[src/rtl/serial_add_ctrl.sv]
// Bit-serial add/subtract sequencer: one full adder, LSB-first, one bit per clock.
// Returns sum, carry-out and signed overflow behind a start/ready/done handshake.

module fulladder (
    input  logic x,
    input  logic y,
    input  logic z,
    output logic s,
    output logic c
);
    assign s = x ^ y ^ z;
    assign c = (x & y) | (z & (x ^ y));
endmodule

module serial_add_ctrl #(
    parameter int unsigned WIDTH = 8
) (
    input  logic             clk_i,
    input  logic             rst_i,
    input  logic             start_i,
    input  logic             sub_i,
    input  logic [WIDTH-1:0] a_i,
    input  logic [WIDTH-1:0] b_i,
    input  logic             cin_i,
    output logic             ready_o,
    output logic             busy_o,
    output logic             done_o,
    output logic [WIDTH-1:0] sum_o,
    output logic             cout_o,
    output logic             ovf_o
);
    localparam int unsigned CntW = (WIDTH > 1) ? $clog2(WIDTH) : 1;
    localparam logic [CntW-1:0] CntLast = CntW'(WIDTH - 1);

    typedef enum logic [1:0] {
        StIdle,
        StRun,
        StDone
    } state_e;

    state_e          state_q;
    logic [WIDTH-1:0] a_sr_q;
    logic [WIDTH-1:0] b_sr_q;
    logic [WIDTH-1:0] sum_q;
    logic [CntW-1:0]  cnt_q;
    logic             carry_q;
    logic             cout_q;
    logic             ovf_q;
    logic             ready_q;
    logic             busy_q;
    logic             done_q;

    logic             fa_s;
    logic             fa_c;
    logic [WIDTH-1:0] a_shr;
    logic [WIDTH-1:0] b_shr;
    logic [WIDTH-1:0] sum_shr;

    fulladder u_fa (
        .x (a_sr_q[0]),
        .y (b_sr_q[0]),
        .z (carry_q),
        .s (fa_s),
        .c (fa_c)
    );

    // Shift forms written without part-selects so WIDTH=1 stays legal.
    always_comb begin
        a_shr              = a_sr_q >> 1;
        b_shr              = b_sr_q >> 1;
        sum_shr            = sum_q >> 1;
        sum_shr[WIDTH-1]   = fa_s;
    end

    always_ff @(posedge clk_i) begin
        if (rst_i) begin
            state_q <= StIdle;
            ready_q <= 1'b1;
            busy_q  <= 1'b0;
            done_q  <= 1'b0;
            sum_q   <= '0;
            cout_q  <= 1'b0;
            ovf_q   <= 1'b0;
            cnt_q   <= '0;
            carry_q <= 1'b0;
            a_sr_q  <= '0;
            b_sr_q  <= '0;
        end else begin
            unique case (state_q)
                StIdle: begin
                    if (start_i) begin
                        // Subtraction is a + ~b + 1.
                        a_sr_q  <= a_i;
                        b_sr_q  <= sub_i ? ~b_i : b_i;
                        carry_q <= sub_i | cin_i;
                        cnt_q   <= '0;
                        state_q <= StRun;
                        ready_q <= 1'b0;
                        busy_q  <= 1'b1;
                    end
                end
                StRun: begin
                    sum_q   <= sum_shr;
                    a_sr_q  <= a_shr;
                    b_sr_q  <= b_shr;
                    carry_q <= fa_c;
                    cnt_q   <= cnt_q + 1'b1;
                    if (cnt_q == CntLast) begin
                        // carry_q is the carry into the MSB on this last bit.
                        cout_q  <= fa_c;
                        ovf_q   <= carry_q ^ fa_c;
                        state_q <= StDone;
                        busy_q  <= 1'b0;
                        done_q  <= 1'b1;
                    end
                end
                StDone: begin
                    done_q  <= 1'b0;
                    ready_q <= 1'b1;
                    state_q <= StIdle;
                end
                default: begin
                    state_q <= StIdle;
                    ready_q <= 1'b1;
                    busy_q  <= 1'b0;
                    done_q  <= 1'b0;
                end
            endcase
        end
    end

    assign ready_o = ready_q;
    assign busy_o  = busy_q;
    assign done_o  = done_q;
    assign sum_o   = sum_q;
    assign cout_o  = cout_q;
    assign ovf_o   = ovf_q;

endmodule
[config.mk]
export PLATFORM = sky130hd
export DESIGN_NAME = serial_add_ctrl
export DESIGN_NICKNAME = d
export VERILOG_FILES = /design/src/rtl/serial_add_ctrl.sv
export SDC_FILE = /design/constraint.sdc
export NUM_CORES = 1
export LEC_CHECK = 0
export ABC_CLOCK_PERIOD_IN_PS = 1500
export CAP_MARGIN = 20
export CORE_ASPECT_RATIO = 0.7
export CORE_UTILIZATION = 30
export CTS_BUF_LIST = sky130_fd_sc_hd__clkbuf_4 sky130_fd_sc_hd__clkbuf_8 sky130_fd_sc_hd__clkbuf_16
export DETAILED_ROUTE_END_ITERATION = 8
export GPL_TIMING_DRIVEN = 1
export PLACE_DENSITY = 0.53
export SKIP_LAST_GASP = 1
export SYNTH_ARGS = -nofsm -noshare
export SYNTH_HDL_FRONTEND = slang
export SYNTH_SLANG_ARGS = --single-unit
[constraint.sdc]
create_clock -name clk_i -period 1.5 [get_ports clk_i]
set_input_delay 0.3 -clock clk_i [delete_from_list [all_inputs] [get_ports clk_i]]
set_output_delay 0.3 -clock clk_i [all_outputs]
set_load 0.005 [all_outputs]
# Word level (Yosys, flattened, before mapping)
# Index checks and enable logic that the tools add are counted.
# Widths: inputs -> output; s select.
# word_totals
regBits,35
input_bits,21
wordCells,55
# classes
add_sub_neg,1
n_eq_ne,5
mux,19
bitwise_logic,11
reduce_logical,8
# op_table
operator,n
$pmux 8 s2,2
$mux 8,3
$reduce_and 2->1,5
$not 8->8,1
$pmux 1 s2,3
$pmux 3 s2,1
$mux 1,5
$mux 2,2
$ne 2x2->1 const B,2
$pmux 2 s2,1
$add 3x1->3 const B,1
$eq 3x3->1 const B,1
$mux 3,1
$not 1->1,3
$pmux 1 s3,1
$reduce_and 3->1,1
$xor 1x1->1,3
$and 1x1->1,2
$eq 2x1->1 const B,1
$eq 2x2->1 const B,1
$logic_not 2->1,1
$or 1x1->1,2
$reduce_bool 2->1,1

# Longest topological paths before layout
# Gate-level depths: netlist of the first run.
# depth
word_depth,4
depth_mapped,5
ltp_nobuf,5

# By module
# From an unflattened synthesis of the first run, not the netlist that was laid out.
# hier_totals
hier_cells,157
area_unflattened_um2,1542.7
# by_module_without_submodules
mod,n_inst,cells_per_inst,area_per_inst_um2,seq_area_each_um2
serial_add_ctrl,1,156,1522.7,700.7
fulladder,1,1,20.0,0.0

# Least setup slack after synthesis of the first run
# OpenSTA, ideal clock, no wires.
# synth_path
path_type,register to register
from,register carry_q
to,"register ovf_q, in the netlist ovf_o"
arrival_ns,1.063
t_required_ns,1.368
slack_ns,0.304
path_stages_with_launch,5
path_buffers,0
path_cell_list,dfxtp_1 fa_1 xor2_1 nand3_1 a21oi_1
# synth_between
elab_chain_len,3
# synth_rtl
item,line_no,text
"start, declared",46,logic carry_q;
"start signal, assigned",95,carry_q <= sub_i | cin_i;
$and 1x1->1,12,assign c = (x & y) | (z & (x ^ y));
$or 1x1->1,12,
via fa_c,54,logic fa_c;
$xor 1x1->1,111,ovf_q <= carry_q ^ fa_c;
"end signal, assigned",111,
"end, declared",48,logic ovf_q;
# The timed path passes the listed nets, and every way through them passes these cells.
# A chain may end at the register's enable or synchronous reset.

# Worst setup path after layout of the first run
# layout_path
from,"register sum_q[6], in the netlist sum_o[6]"
to,output sum_o[6]
# layout_lines
item,line_no,text
"start, declared",44,logic [WIDTH-1:0] sum_q;
"start signal, assigned",103,sum_q <= sum_shr;
"end, declared",28,"output logic [WIDTH-1:0] sum_o,"
# No word-level cell between the ends.

==> flow_summary.ini, run 1 <==
[outcome]
status = completed

[logic_synthesis]
yosysMostFrequentCell = dfxtp_1
ys.flop_type = dfxtp_1
yosysSeqAreaShare_pct = 45.9
synth_top_area_share_pct = 45.9
synth-edff-count = 0
synth_nets = 188
synth-simple-area-share_pct = 15.0
yosys-top-cells-count = dfxtp_1, nor2_1, nand2_1
netlist_instances = 164
synth_area_leaders = dfxtp_1, nor2_1, a22oi_1
syn_area_um2 = 1530
syn_avg_cell_area_um2 = 9.32
synth_compound_area_share_pct = 24.0
yosys.area_share.adder_pct = 2.95
synthDistinctLibCells = 34
synth_top_family_by_area = compound AO/OA/AOI/OAI gates
synthXorXnorAreaFrac_pct = 5.16
ys_ff_latch = 35
yosysWarnings = 0
synth_top_area_cell = dfxtp_1
muxShareOfSynthArea_pct = 0.655
async_flop_share_pct = 0

[detailed_routing]
drtPass1Iterations = 4
viasPerCell = 4.66
drt-initial-drc-count = 42
wl_per_cell_um = 12.0
ant_nets = 0
routed_wl_mm = 3.29
drc_errors = 0
vias = 1272

[die]
fp.dieW_um = 87.3
start_util_pct = 31.6
die_area_um2 = 5390
num_rows = 21
io_pins = 34
core_area_um2 = 4830
die_h_um = 61.7

[setup_path]
worstPathBufferInverterCount = 1
worstPathArrival_ns = 1.15
r2r-end = b_sr_q[2]
reg2reg_depth = 4
slowest_stage = clkdlybuf4s50_1
r2r_start = state_q[1]
start_kind = register
required_ns = 1.20
cp_slowest_stage_delay_ns = 0.51
cp_top_family = buffers and inverters
cp-end-kind = output pin
crit_fanout = 3
r2r_slack_ns = 0.16
path_cells = clkdlybuf4s50_1
crit_type = register to output pin

[clocking]
root_buffer = clkbuf_8
cts_buffers = 5
clk_pin_slew_ns = 0.07
clkLatencyLatePin_ns = 0.28
cts_num_sinks = 35
cts_hold_buf = 0
clock_tree.buffer_depth = 2
postCtsSetupBuffers = 0
cts_tree = built
htreeDepth = 2
cts_resized = 0

[worst_hold_path]
hold_path_depth = 2
hold_class = register to register
min_from = ovf_o
min_to = ovf_o

[placed_design]
place_area_um2 = 1980
hpwl_mm = 2.48
globalplace.congestion = 0.753
io_buffers = 33

[cells_and_area]
nets = 227
final_layout_size_suffix_gt1_share_pct = 12.3
area_delta_synth_final_pct = 35.6
final_area_um2 = 2070
diodes = 0

[sta]
rsz0062_at_grt = false
fin_hold_ws_ns = 0.455
setup_violations = 0
fmax_mhz = 690
relSlewSlack_pct = 76.2
hold_viol = 0
worstMarginPinSlew_ns = 0.357
period_needed_ns = 1.45
post-route-period-util_pct = 96.6
skew_ns = 0.00554
slew_violations = 0

[global_routing]
antenna_found_initial = 0
overflow = 0
grt_pass1_wl_mm = 5.64
grt_usage_pct = 13.7
first_global_vias = 1225
grt_max_degree = 25

[job]
maxCapViolations = 0

[power_and_ir_drop]
powerDensity_nw_per_um2 = 961
leakage_nw = 0.783
vdd_ir_drop_max_uv = 293
p_total_mw = 1.99
## through the flow
stage | setup slack [ns] | std cells | utilization (%) | TNS [ns]
after floorplan | 0.304 | 164 | - | 0
after global routing | 0.00298 | 273 | 42.9 | 0
after CTS | 0.0256 | 273 | 42.7 | 0
final | 0.0515 | 273 | 42.9 | 0
after global placement | -0.0333 | 265 | 41.0 | -0.165
after detailed placement | -0.0832 | 265 | 41.0 | -0.472
## logic make-up after synthesis
logic type | after synthesis
adders and majority gates | 3
DFF | 35
buffers and inverters | 15
xor gates and xnor gates | 9
AOI/OAI and AO/OA | 51
muxes | 1
and+or+nand+nor | 50
## layout make-up
cell class	instances	area (um^2)
fillers	503	2760
multi-input cells	114	729
flip-flops and latches	35	702
repair buffers	45	463
well taps	69	86.3
clock buffers	5	68.8
clock inverters	3	15.0
inverters	2	7.51
## report_power, final
group | internal [mW] | switching [mW]
Combinational | 0.176 | 0.148
Sequential | 0.983 | 0.0310
Clock | 0.317 | 0.335
## per-layer routing
layer / share of wire [%] / track usage, % / wire length, um / up-vias
li1: - / - / - / 659
met1: 51 / 18.1 / 1680 / 583
met2: 45 / 22.5 / 1480 / 27
met3: 3.2 / 3.17 / 106 / 3
met4: 0.52 / 4.92 / 17 / 0
met5: 0 / 0 / 0 / -
## how the worst max path moves through the flow
stage                  start        end  slack (ns)  depth (start not counted)
finish              sum_o[6]   sum_o[6]        0.05                          1
global route        sum_o[4]   sum_o[4]       0.003                          1
CTS                 sum_o[1]   sum_o[1]        0.03                          1
detailed placement   start_i  b_sr_q[2]       -0.08                          4
global placement     start_i  b_sr_q[2]       -0.03                          4
floorplan            carry_q      ovf_o        0.30                          4
## placed cells by master, fill, tap and decap left out
cell type	instances
a211oi_1	7
a211o_1	1
clkdlybuf4s50_1	31
nand2b_1	3
nor2_1	21
a22oi_1	10
dlymetal6s2s_1	2
nor3b_4	1
a22oi_2	1
ha_1	2
nor3_1	1
dfxtp_2	1
o21ai_0	2
o21ba_2	1
a2bb2oi_1	1
inv_1	2
nor3b_1	1
buf_4	9
clkinv_2	3
nand3b_1	2
fa_1	1
o31ai_1	1
clkbuf_8	5
dfxtp_1	34
and2b_1	1
nand3_1	2
nand2_1	18
xor2_1	2
o21bai_4	1
xnor2_1	7
mux2i_1	1
o22ai_1	8
o2bb2ai_1	6
buf_12	3
a21oi_1	12
## state kept, by name (all words and copies together) (netlist names)
register,cells
ready_o,1
carry_q,1
b_sr_q,8
ovf_o,1
cout_o,1
a_sr_q,8
state_q,2
cnt_q,3
busy_o,1
sum_o,8
done_o,1
No activity file was read; power rests on OpenSTA's default activity.
==> run 2: changes to the inputs <==
Settings changed: ABC_CLOCK_PERIOD_IN_PS 1500 to unset, SKIP_LAST_GASP 1 to unset.
==> results of run 2 <==
The final DEF is identical to that of run 1; final timing and power are the same.
